### src/rtl/rle_decoder.sv
// rle_decoder: expands an RLE-encoded byte stream (literals and ESC,N,S run
// records) back to the original bytes. An input FIFO decouples the encoder
// from the expansion, and the output uses a valid/ready handshake.
module rle_decoder #(
    parameter logic [7:0] ESC_CHAR   = 8'h1B,
    parameter int         FIFO_DEPTH = 16
) (
    input  logic       fast_clock,
    input  logic       start,
    input  logic       Enable,
    input  logic [7:0] Data_In,
    input  logic       Data_valid_in,
    output logic       In_ready,
    output logic [7:0] Data_out,
    output logic       Data_valid,
    input  logic       Out_ready,
    output logic       Overflow
);

    localparam int            AW      = $clog2(FIFO_DEPTH);
    localparam logic [AW:0]   DEPTH_C = (AW+1)'(FIFO_DEPTH);
    localparam logic [AW-1:0] PTR_ONE = {{(AW-1){1'b0}}, 1'b1};
    localparam logic [AW:0]   CNT_ONE = {{AW{1'b0}}, 1'b1};

    typedef enum logic [2:0] {
        IDLE         = 3'd0,
        GOT_ESC      = 3'd1,
        GOT_SYM_SKIP = 3'd2,
        GOT_CNT      = 3'd3,
        EXPAND       = 3'd4
    } state_t;

    logic [7:0]    mem_r [FIFO_DEPTH];
    logic [AW-1:0] wr_ptr_r;
    logic [AW-1:0] rd_ptr_r;
    logic [AW:0]   count_r;
    logic [AW:0]   count_nxt_s;
    logic          full_s;
    logic          empty_s;
    logic          push_s;
    logic          pop_s;
    logic          drop_s;
    logic [7:0]    head_s;
    logic          slot_free_s;
    logic          can_pop_s;

    state_t        state_r;
    state_t        state_nxt_s;
    logic [7:0]    cnt_r;
    logic [7:0]    cnt_nxt_s;
    logic [7:0]    sym_r;
    logic [7:0]    sym_nxt_s;
    logic          load_s;
    logic [7:0]    load_data_s;

    logic [7:0]    data_out_r;
    logic          data_valid_r;
    logic          overflow_r;
    logic          in_ready_r;

    assign full_s      = (count_r == DEPTH_C);
    assign empty_s     = (count_r == {(AW+1){1'b0}});
    assign head_s      = mem_r[rd_ptr_r];
    // The slot frees on the same edge the consumer takes the current byte.
    assign slot_free_s = ~data_valid_r | Out_ready;
    assign can_pop_s   = Enable & ~empty_s & slot_free_s;
    // A full FIFO can still take a byte when one leaves on the same edge.
    assign push_s      = Data_valid_in & (~full_s | pop_s);
    assign drop_s      = Data_valid_in & full_s & ~pop_s;

    // Next FIFO occupancy, used for the counter and the registered In_ready.
    always_comb begin
        count_nxt_s = count_r;
        case ({push_s, pop_s})
            2'b10:   count_nxt_s = count_r + CNT_ONE;
            2'b01:   count_nxt_s = count_r - CNT_ONE;
            default: count_nxt_s = count_r;
        endcase
    end

    // FIFO storage; contents need no reset because the pointers define validity.
    always_ff @(posedge fast_clock) begin
        if (push_s) begin
            mem_r[wr_ptr_r] <= Data_In;
        end
    end

    // FIFO pointers, occupancy, ready flag and sticky overflow.
    always_ff @(posedge fast_clock) begin
        if (start) begin
            wr_ptr_r   <= {AW{1'b0}};
            rd_ptr_r   <= {AW{1'b0}};
            count_r    <= {(AW+1){1'b0}};
            in_ready_r <= 1'b1;
            overflow_r <= 1'b0;
        end else begin
            if (push_s) wr_ptr_r <= wr_ptr_r + PTR_ONE;
            if (pop_s)  rd_ptr_r <= rd_ptr_r + PTR_ONE;
            count_r    <= count_nxt_s;
            in_ready_r <= (count_nxt_s != DEPTH_C);
            if (drop_s) overflow_r <= 1'b1;
        end
    end

    // Decoder next-state: decides pops, output loads and run-count updates.
    always_comb begin
        state_nxt_s = state_r;
        cnt_nxt_s   = cnt_r;
        sym_nxt_s   = sym_r;
        load_s      = 1'b0;
        load_data_s = 8'h00;
        pop_s       = 1'b0;
        case (state_r)
            IDLE: begin
                if (can_pop_s) begin
                    pop_s = 1'b1;
                    if (head_s == ESC_CHAR) begin
                        state_nxt_s = GOT_ESC;
                    end else begin
                        load_s      = 1'b1;
                        load_data_s = head_s;
                    end
                end else begin
                    state_nxt_s = state_r;
                end
            end
            GOT_ESC: begin
                if (can_pop_s) begin
                    pop_s       = 1'b1;
                    cnt_nxt_s   = head_s;
                    state_nxt_s = (head_s == 8'h00) ? GOT_SYM_SKIP : GOT_CNT;
                end else begin
                    state_nxt_s = state_r;
                end
            end
            GOT_SYM_SKIP: begin
                if (can_pop_s) begin
                    pop_s       = 1'b1;
                    state_nxt_s = IDLE;
                end else begin
                    state_nxt_s = state_r;
                end
            end
            GOT_CNT: begin
                if (can_pop_s) begin
                    pop_s       = 1'b1;
                    sym_nxt_s   = head_s;
                    load_s      = 1'b1;
                    load_data_s = head_s;
                    cnt_nxt_s   = (cnt_r != 8'd0) ? (cnt_r - 8'd1) : 8'd0;
                    state_nxt_s = (cnt_r <= 8'd1) ? IDLE : EXPAND;
                end else begin
                    state_nxt_s = state_r;
                end
            end
            EXPAND: begin
                if (Enable && slot_free_s) begin
                    load_s      = 1'b1;
                    load_data_s = sym_r;
                    cnt_nxt_s   = (cnt_r != 8'd0) ? (cnt_r - 8'd1) : 8'd0;
                    state_nxt_s = (cnt_r <= 8'd1) ? IDLE : EXPAND;
                end else begin
                    state_nxt_s = state_r;
                end
            end
            default: begin
                state_nxt_s = IDLE;
            end
        endcase
    end

    // Decoder state, run count and run symbol registers.
    always_ff @(posedge fast_clock) begin
        if (start) begin
            state_r <= IDLE;
            cnt_r   <= 8'd0;
            sym_r   <= 8'h00;
        end else begin
            state_r <= state_nxt_s;
            cnt_r   <= cnt_nxt_s;
            sym_r   <= sym_nxt_s;
        end
    end

    // Output slot: load a new byte, or clear valid once the consumer takes it.
    always_ff @(posedge fast_clock) begin
        if (start) begin
            data_out_r   <= 8'h00;
            data_valid_r <= 1'b0;
        end else if (load_s) begin
            data_out_r   <= load_data_s;
            data_valid_r <= 1'b1;
        end else if (Out_ready) begin
            data_valid_r <= 1'b0;
        end else begin
            data_valid_r <= data_valid_r;
        end
    end

    assign Data_out   = data_out_r;
    assign Data_valid = data_valid_r;
    assign Overflow   = overflow_r;
    assign In_ready   = in_ready_r;

endmodule
### config.mk
export PLATFORM = sky130hd
export DESIGN_NAME = rle_decoder
export DESIGN_NICKNAME = d
export VERILOG_FILES = /design/src/rtl/rle_decoder.sv
export SDC_FILE = /design/constraint.sdc
export NUM_CORES = 1
export LEC_CHECK = 0
export ABC_AREA = 1
export BUFFER_PORTS_ARGS = -buffer_cell sky130_fd_sc_hd__buf_2
export CORE_MARGIN = 1.5
export CORE_UTILIZATION = 64
export CTS_BUF_LIST = sky130_fd_sc_hd__clkbuf_8
export DETAILED_ROUTE_END_ITERATION = 10
export GPL_TIMING_DRIVEN = 0
export PLACE_DENSITY = 0.82
export SLEW_MARGIN = 20
export SYNTH_ARGS = -nofsm -noshare
export SYNTH_HDL_FRONTEND = slang
export SYNTH_SLANG_ARGS = --single-unit
### constraint.sdc
create_clock -name fast_clock -period 2.65 [get_ports fast_clock]
set_clock_uncertainty 0.05 [all_clocks]
set_input_delay 0.1325 -clock fast_clock [delete_from_list [all_inputs] [get_ports fast_clock]]
set_output_delay 0.1325 -clock fast_clock [all_outputs]
set_load 0.02 [all_outputs]
==> results.md, run 1 <==
* Register area share after synthesis at 0.608
* CP Capture Type: flip-flop
* Die height at 114 µm
* FF-to-FF Start: Data_valid
* Cells on Worst Hold Path at 1
* Crit path buffers/inverters at 2
* Hold Path Class: input pin to flip-flop
* Crit path largest cell delay at 490 ps
* CP Data Required Time at 2720 ps
* Share of cells above drive strength 1 at 0.126
* H-tree depth at 4
* Ys async rst share at 0
* Hold path startpoint: Data_In[1]
* IR drop worst, VDD at roughly 540 µV
* Remaining DRCs at 0
* R2R Setup Slk at 8 ps
* RSZ-0062 raised after global routing: yes
* Crit path time final at 2640 ps
* CP top delay family: simple AND/OR/NAND/NOR gates
* Kind of critical path: flip-flop to flip-flop
* Area grow syn2layout at 10.9%
* Final HPWL DP at 13200 µm
* Grt ovf at 0
* Syn_nets at 878
* Die width at around 110 µm
* Initial antenna violation count at 0
* Mapped Cells at 856
* Pins Over Slew Limit at 0
* Largest net degree at the start of global routing at 18
* Synth area leader: edfxtp_1
* Cts bufs inserted at 17
* Post-Syn Area at 0.00786 mm²
* Top cell type's share of synthesized area at 0.489
* Fillers at 905
* Final wirelength at 19600 µm
* Antenna-violating nets left at 0
* First-pass GRT wire length at 30200 µm
* First-pass DRT Iterations at 7
* Setup violators final at 0
* Antenna diode count at 0
* Final hold vios at 0
* Synth area leaders: edfxtp_1, dfxtp_1, nand2_1
* Number of global-route vias before repair at 5819
* GRT Util Overall at 0.319
* Outcome: finished, final reports clean
* Slowest CP cell: nor2_2
* CORE AREA at 0.0120 mm²
* DIE AREA at 0.0130 mm²
* Final GP Congestion at a little over 0.9
* Reg area at ~0.0048 mm²
* Non-filler instance count after layout at approximately 1100
* Row count at 40
* Pwr dens at approximately 900 mW/mm²
* Syn avg cell area at ~9.2 µm²
* Top_reg_cell synth: edfxtp_1
* Max Cap Viol at 0
* Post-CTS Setup Bufs at 0
* Ys Warns at 0
* Io pins at 24
* Clock root buffer: clkbuf_8
* Maximum clock frequency at approximately 380 MHz
* Startpoint types: flip-flop
* Leak Pwr at 3.65 nW
* Clk slew on worst S/H paths at roughly 100 ps
* Worst-Margin Slew at 746 ps
* Vias at 6135
* Worst path arrival time at 2710 ps
* Port-buffer cells at 22
* Placed insts at 1025
* Vias per cell at 5.76
* Clock latency at the later pin of the worst-skew pair at 470 ps
* Reg2reg end: mem_r[3][4]
* Clock tree from TritonCTS: built
* Critical path peak fanout at 9
* Initial core utilization at 0.655
* Slew headroom at 0.496
* Fin crit share at 0.997
* CTS max path bufs at 2
* Nets at about 930
* Cell breakdown of the critical path: a21boi_2 -> nand3_2 -> nand2_1 -> inv_1 -> nor2_2 -> inv_1 -> nor2_1 -> nand2_1 -> nor2_2
* FF+latch count, synth at ~180
* Clock sink count at between 150 and 200
* FF-to-FF path depth at 9
* Worst Hold Path EP: mem_r[7][1]
* Routed WL per cell at 18.4 µm
* Setup TNS at 0 ps
* Multi-input logic area at 0.00257 mm²
* Drt initial violations at 655
* EDFF count, synth at 128
* Post-synthesis cell type count at 35
per-layer routing:
| metal | wire length (µm) | vias up | global-route usage |
|---|---|---|---|
| met5 | 0 | - | 0 |
| met4 | 458 | 0 | 0.131 |
| met3 | 2030 | 40 | 0.0691 |
| met2 | 9300 | 343 | 0.506 |
| met1 | 7810 | 2858 | 0.433 |
| li1 | - | 2894 | - |
how the worst max path moves through the flow:
stage | from | slack (ps) | cells past startpoint | endpoint
6_report | Data_valid | 8 | 9 | mem_r[3][4]
3_3_place_gp | Data_valid | -210 | 9 | mem_r[15][3]
4_1_cts | Data_valid | -220 | 7 | mem_r[5][2]
5_1_grt | Data_valid | -80 | 9 | mem_r[3][4]
2_1_floorplan | Data_valid | 430 | 9 | mem_r[11][0]
3_5_place_dp | Data_valid | -300 | 9 | mem_r[15][0]
cells in the final DEF (no fill, tap or decap), types with 4 or more instances in the layout:
cell,count
nand2_1,242
nand2_2,6
ha_1,9
dlygate4sd3_1,8
a21oi_1,31
clkbuf_8,17
nor2_1,72
dfxtp_1,47
inv_1,104
buf_6,4
o21ai_1,7
nor2_2,11
o211ai_1,6
nor2_4,8
edfxtp_1,128
a31oi_1,10
inv_6,6
xor2_1,5
buf_2,35
clkbuf_1,6
inv_2,5
nand3_1,89
o21ai_0,22
nand4_1,4
sequential cells by signal (all words and copies together), names as in the netlist, named ones only:
signal,flops
mem_r,128
Data_out,8
cnt_r,8
sym_r,8
count_r,5
rd_ptr_r,4
wr_ptr_r,4
state_r,3
Data_valid,1
In_ready,1
Overflow,1
cells in the mapped netlist (6+ instances only):
| master | count |
|---|---|
| inv_1 | 104 |
| a21oi_1 | 31 |
| nor2_1 | 88 |
| dfxtp_1 | 47 |
| edfxtp_1 | 128 |
| o211ai_1 | 6 |
| ha_1 | 9 |
| o21ai_0 | 22 |
| clkbuf_1 | 8 |
| nand3_1 | 90 |
| nand2_2 | 6 |
| buf_2 | 15 |
| a31oi_1 | 10 |
| o21ai_1 | 7 |
| nand2_1 | 242 |
power breakdown:
part	switching, mW	internal, mW	leakage [nW]
sequential	0.0947	3.10	1.54
clock	1.05	0.777	0.190
combinational	1.95	0.849	1.92
metrics by stage:
stage	instance area, µm²	setup WS, ps	utilization	hold WS (ps)	power, mW
after floorplan	7860	429	-	181	5.15
after global placement	8160	-210	0.679	333	5.90
after detailed placement	8160	-296	0.679	334	5.97
after CTS	8650	-220	0.720	3.59	7.76
after global routing	8720	-81.2	0.726	28.0	8.23
final	8720	8.21	0.726	26.1	7.82
worst reg2reg max path, cell delays in order (launching register included):
cell	delay, ps
dfxtp_1	340
a21boi_2	360
nand3_2	240
nand2_1	110
inv_1	60
nor2_2	220
inv_1	140
nor2_1	160
nand2_1	130
nor2_2	490
cell type report:
type,count,share of cell area
Clock inverter,15,0.0175
Multi-Input combinational cell,541,0.295
Inverter,110,0.0477
Timing Repair Buffer,30,0.0218
Clock buffer,17,0.0268
Sequential cell,175,0.549
Buffer,30,0.0215
Tap cell,147,0.0211
logic make-up (layout without fill, tap and decap cells):
logic type               count (synthesis)  count (layout)  share of synthesized area
XOR/XNOR                                 8               8                    0.00891
buffers and inverters                  140             202                     0.0757
AND/OR/NAND/NOR                        441             441                      0.232
adder cells (fa/ha/maj)                  9               9                     0.0143
AO/OA/AOI/OAI                           83              83                     0.0605
flip-flops                             175             175                      0.608
what timing repair did:
action / 4_1_cts / 5_1_grt
cloned: 0 / 0
endpoints found under the hold margin: 91 / 0
endpoints found under the setup margin: 88 / 92
hold buffers: 8 / 0
resized for setup: 9 / 20
(Power assumes the default switching activity.)
==> run 2, diff against run 1 <==
Settings changed: PLACE_DENSITY 0.82 to 0.83.
==> run 2 against run 1 <==
Against the previous run:
- combinational power decreased by 4%
- cell area decreased by 0.50%
- via count decreased by 3.2%
- final cell count decreased by 0.19%
- routed wire length decreased by 11%
==> results.md, run 2 (same netlist as run 1, synthesis figures left out) <==
* Number of global-route vias before repair at 5277 (-9.3%)
* Vias per cell at 5.59 (-3.0%)
* Clock sink count at 175 (unchanged)
* Largest net degree at the start of global routing at 19 (+1)
* Initial core utilization at 0.655 (unchanged)
* Die width at 114 µm (unchanged)
* Critical Path Stages at 7 (-2)
* Kind of critical path: flip-flop to flip-flop
* CP top delay family: simple AND/OR/NAND/NOR gates
* Fillers at 847 (-6.4%)
* First-pass DRT Iterations at 6 (-1)
* Final GP Congestion at 0.977 (+5.7%)
* Max reg flops at 128 (unchanged)
* Startpoint types: flip-flop
* DIE AREA at 0.0130 mm² (unchanged)
* Final HPWL DP at 11500 µm (-13%)
* Top cell by count, worst path: nand2_1
* Leading cell type in the layout, fill and taps excluded: nand2_1
* Area grow syn2layout at 10.3%
* Share of cells above drive strength 1 at 0.122 (-0.00409)
* Multi-input logic area at 0.00254 mm² (-1.3%)
* Pwr dens at 891 mW/mm² (-0.69%)
* Crit path largest cell delay at 630 ps (+140 ps)
* Antenna-violating nets left at 0 (unchanged)
* Clk slew on worst S/H paths at 100 ps (about the same)
* Remaining DRCs at 0 (unchanged)
* Vias at 5938 (-3.2%)
* Fin crit share at 0.965 (-0.0319)
* Grt ovf at 0 (unchanged)
* Worst-Margin Slew at 762 ps (+15.9 ps)
* Largest reg by FF count: mem_r
* Slowest CP cell: nor2_1
* Setup violators final at 0 (unchanged)
* Placed insts at 1025 (unchanged)
* Initial antenna violation count at 0 (unchanged)
* Cts bufs inserted at 17 (unchanged)
* Nets at 925 (-0.22%)
* CP Data Required Time at 2710 ps (about the same)
* GRT Util Overall at 0.286 (-0.0336)
* Clock latency at the later pin of the worst-skew pair at 470 ps (about the same)
* Reg area at 0.00479 mm² (about the same)
* Clock root buffer: clkbuf_8
* Drt initial violations at 733 (+12%)
* Port-buffer cells at 22 (unchanged)
* Crit path time final at 2560 ps (-84.4 ps)
* Cell breakdown of the critical path: a21boi_2 -> nand3_1 -> nand2_1 -> inv_1 -> nor2_2 -> nand2_1 -> nor2_1
* Critical path peak fanout at 9 (unchanged)
* IR drop worst, VDD at 602 µV (+11%)
* Most frequent cells in the layout: nand2_1, edfxtp_1, inv_1
* Worst path arrival time at 2610 ps (-100 ps)
* CP Capture Type: flip-flop
* CTS max path bufs at 2 (unchanged)
* CORE AREA at 0.0120 mm² (unchanged)
* Leak Pwr at 3.64 nW (-0.20%)
* First-pass GRT wire length at 27200 µm (-10%)
* Crit path buffers/inverters at 1 (-1)
* FF-to-FF path depth at 7 (-2)
* Outcome: finished, final reports clean
* Fin area at 0.00867 mm² (-0.50%)
* Slew headroom at 0.490 (-0.00593)
* Routed WL per cell at 16.4 µm (-11%)
* Pins Over Slew Limit at 0 (unchanged)
* Io pins at 24 (unchanged)
* RSZ-0062 raised after global routing: yes
* Die height at 114 µm (unchanged)
* Antenna diode count at 0 (unchanged)
* H-tree depth at 4 (unchanged)
* Max Cap Viol at 0 (unchanged)
* Cells on Worst Hold Path at 1 (unchanged)
* Final wirelength at 17500 µm (-11%)
* Non-filler instance count after layout at 1063 (-0.19%)
* Row count at 40 (unchanged)
* Maximum clock frequency at 391 MHz (+3.3%)
* Setup TNS at 0 ps (unchanged)
* Clock tree from TritonCTS: built
* Hold Path Class: input pin to flip-flop
* Area after DPL at 0.00816 mm² (about the same)
* Final hold vios at 0 (unchanged)
[run 2: worst paths after layout]
path	startpoint	endpoint	slack (ps)
setup / recovery	Data_valid	mem_r[8][5]	90
hold / removal	Data_In[1]	mem_r[2][1]	10
setup reg to reg	Data_valid	mem_r[8][5]	90
hold reg to reg	Data_out[2]	Data_out[2]	410
[run 2: routing by layer]
layer | up-vias | track usage | wire, µm | share of wire
met2 | 285 | 0.441 | 8120 | 0.47
met3 | 50 | 0.0622 | 1770 | 0.10
met1 | 2714 | 0.395 | 7070 | 0.40
met5 | - | 0 | 0 | 0
li1 | 2889 | - | - | -
met4 | 0 | 0.126 | 505 | 0.029
[run 2: area by class of cell]
cell class,instances,share of cell area
clock buffer,17,0.0270
clock inverter,15,0.0190
sequential,175,0.552
multi-input combinational,541,0.292
tap,147,0.0212
timing repair buffer,28,0.0196
inverter,110,0.0479
buffer,30,0.0211
[run 2: power by group]
part / internal [mW] / total [mW] / switching, mW
Combinational: 0.840 / 2.69 / 1.85
Sequential: 3.10 / 3.20 / 0.0980
Clock: 0.790 / 1.84 / 1.05
Total: 4.73 / 7.73 / 2.99
[run 2: per-stage QoR]
step / utilization / hold WS, ps / worst slack (ps) / total power, mW
2_1_floorplan: - / 181 / 429 / 5.15
3_3_place_gp: 0.679 / 329 / -4.85 / 5.82
3_5_place_dp: 0.679 / 335 / -23.8 / 5.87
4_1_cts: 0.718 / 3.55 / 1.68 / 7.67
5_1_grt: 0.722 / 11.9 / -141 / 8.12
6_report: 0.722 / 13.8 / 92.6 / 7.73
[run 2: worst reg2reg max path, stage by stage (launching register included)]
cell and delay [ps]:
dfxtp_1 340, a21boi_2 290, nand3_1 310, nand2_1 130, inv_1 60, nor2_2 180, nand2_1 200, nor2_1 630
[run 2: what timing repair did]
action | 4_1_cts | 5_1_grt
endpoints found under the setup margin | 19 | 137
buffers inserted | 0 | 0
resized for setup | 3 | 19
gates cloned | 0 | 0
endpoints found under the hold margin | 47 | 0
pin swaps | 0 | 0
hold buffers | 6 | 0
==> run 3, diff against run 2 <==
Settings changed: CORE_UTILIZATION 64 to 35, PLACE_DENSITY 0.83 to 0.51.
Clock period 2.65 ns to 3.2 ns, I/O delays scaled along.
==> run 3 against run 2 <==
Against the previous run:
- the flow now finishes with violations (design-rule violations)
- sequential share of layout area decreased by 0.41 points
- power decreased by 16%
- register-to-register slack improved by 220 ps
- combinational power decreased by 15%
- die area increased by 80%
- routed wire length increased by 18%
- setup slack improved by 220 ps
==> results.md, run 3 (same netlist as run 1, synthesis figures left out) <==
* Outcome: complete, but fails checks
* Clock root buffer: clkbuf_8
* FF-to-FF Start: count_r[2]
* Pwr dens at 744 mW/mm² (-16%)
* GRT Util Overall at 0.184 (-0.101)
* Leak Pwr at 3.62 nW (-0.65%)
* Final hold vios at 0 (unchanged)
* Io pins at 24 (unchanged)
* CP Capture Type: flip-flop
* H-tree depth at 4 (unchanged)
* IR drop worst, VDD at 354 µV (-41%)
* RSZ-0062 raised after global routing: no
* Vias per cell at 4.83 (-14%)
* Die height at 153 µm (+34%)
* First-pass GRT wire length at 31900 µm (+17%)
* Cts repair resizes at 0 (-3)
* Hold Path Class: input pin to flip-flop
* Most frequent cells in the layout: nand2_1, edfxtp_1, inv_1
* Initial antenna violation count at 0 (unchanged)
* Gate power share at 0.352 (+0.004)
* Fin crit share at 0.902 (-0.0630)
* Initial core utilization at 0.358 (-0.297)
* Port-buffer cells at 22 (unchanged)
* Maximum clock frequency at 346 MHz (-11%)
* Clock sink count at 175 (unchanged)
* Slowest CP cell: nor2_1
* Worst Setup SP: count_r[2]
* Clk slew on worst S/H paths at 90 ps (about the same)
* Final GP Congestion at 0.809 (-17%)
* Setup violators final at 0 (unchanged)
* Die width at 153 µm (+34%)
* Sw Share at 0.391 (+0.00320)
* CORE AREA at 0.0220 mm² (+83%)
* Drt initial violations at 366 (-50%)
* Row count at 54 (+35%)
* Fin area at 0.00874 mm² (+0.72%)
* Sequential power share at 0.408 (-0.006)
* Cell breakdown of the critical path: nor2_1 -> nand4_1 -> nand3_1 -> nand2_1 -> inv_1 -> nor2_2 -> inv_1 -> nor2_1 -> nand2_1 -> nor2_1
* Max Cap Viol at 0 (unchanged)
* Reg2reg end: mem_r[11][3]
* Crit path time final at 2890 ps (+329 ps)
* DIE AREA at 0.0234 mm² (+80%)
* Max reg flops at 128 (unchanged)
* Remaining DRCs at 1 (+1)
* Antenna diode count at 0 (unchanged)
* Setup TNS at 0 ps (unchanged)
* Failing checks: design-rule violations
* CP Data Required Time at 3240 ps (+530 ps)
* Cts bufs inserted at 17 (unchanged)
* Nets at 921 (-0.43%)
* Internal power at 3.96 mW (-16%)
* Slew headroom at 0.387 (-0.104)
* Clock power share at 0.240 (+0.002)
* Critical Path Stages at 10 (+3)
* Final HPWL DP at 13800 µm (+20%)
* Largest net degree at the start of global routing at 17 (-2)
* Clock tree from TritonCTS: built
* First-pass DRT Iterations at 8 (+2)
* Leading cell type in the layout, fill and taps excluded: nand2_1
* Startpoint types: flip-flop
* CTS max path bufs at 2 (unchanged)
* Antenna-violating nets left at 0 (unchanged)
* FF-to-FF path depth at 10 (+3)
* Kind of critical path: flip-flop to flip-flop
* CP top delay family: simple AND/OR/NAND/NOR gates
* Pins Over Slew Limit at 0 (unchanged)
* Crit path largest cell delay at 710 ps (+80 ps)
* Area after DPL at 0.00832 mm² (+2.0%)
* Clock latency at the later pin of the worst-skew pair at 470 ps (about the same)
* Sw Pwr at 2.54 mW (-15%)
* Number of global-route vias before repair at 5450 (+3.3%)
* R2R Setup Slk at 310 ps (+220 ps)
* Largest reg by FF count: mem_r
* Area grow syn2layout at 11.1%
* Worst path arrival time at 2930 ps (+320 ps)
* Vias at 5754 (-3.1%)
* Routed WL per cell at 17.2 µm (+4.8%)
* Crit path to: mem_r[11][3]
* Tot Pwr at 6.50 mW (-16%)
* Final wirelength at 20500 µm (+18%)
* Crit path buffers/inverters at 2 (+1)
* Top cell by count, worst path: nor2_1
* Worst-Margin Slew at 917 ps (+155 ps)
* Grt ovf at 0 (unchanged)
* Share of cells above drive strength 1 at 0.105 (-0.0170)
* Critical path peak fanout at 9 (unchanged)
run 3: power by group through the flow:
stage	logic, mW	registers [mW]	clock network (mW)
floorplan	1.52	2.75	0
global route	2.59	2.67	1.66
global placement	2.29	2.70	0
detailed placement	2.30	2.70	0
finish	2.29	2.65	1.56
CTS	2.31	2.65	1.58
run 3: cell type report:
class	count	area (µm²)
Inverter	110	415
Multi-Input combinational cell	541	2480
Tap cell	280	350
Sequential cell	175	4780
Clock inverter	15	158
Fill cell	2172	13200
Clock buffer	17	234
Buffer	30	180
Timing Repair Buffer	24	130
run 3: layer usage:
layer	global-route usage	up-vias	part of all wire
met1	0.251	2681	0.47
met5	0	-	0
li1	-	2881	-
met4	0.0686	0	0.023
met3	0.0394	31	0.052
met2	0.290	161	0.45
run 3: how the worst min path moves through the flow:
stage / start / end / slack [ps] / depth (start not counted)
finish: Data_In[3] / mem_r[9][3] / 30 / 1
detailed placement: Data_valid_in / Overflow / 380 / 3
global placement: Data_valid_in / Overflow / 360 / 3
CTS: Data_In[3] / mem_r[4][3] / 20 / 1
floorplan: Data_In[0] / mem_r[0][0] / 210 / 0
global route: Data_In[5] / mem_r[7][5] / 20 / 1
run 3: repair_timing:
| item | in CTS | in global routing |
|---|---|---|
| hold endpoints to repair | 2 | 0 |
| buffers inserted | 0 | 0 |
| hold buffers | 2 | 0 |
run 3: stage by stage:
step | util | hold WS, ps | std cells | setup WS [ps]
final | 0.398 | 29.7 | 1192 | 313
after detailed placement | 0.379 | 383 | 1158 | 326
after CTS | 0.398 | 20.0 | 1192 | 303
after global placement | 0.379 | 363 | 1158 | 333
after global routing | 0.398 | 24.2 | 1192 | 149
after floorplan | - | 209 | 856 | 979
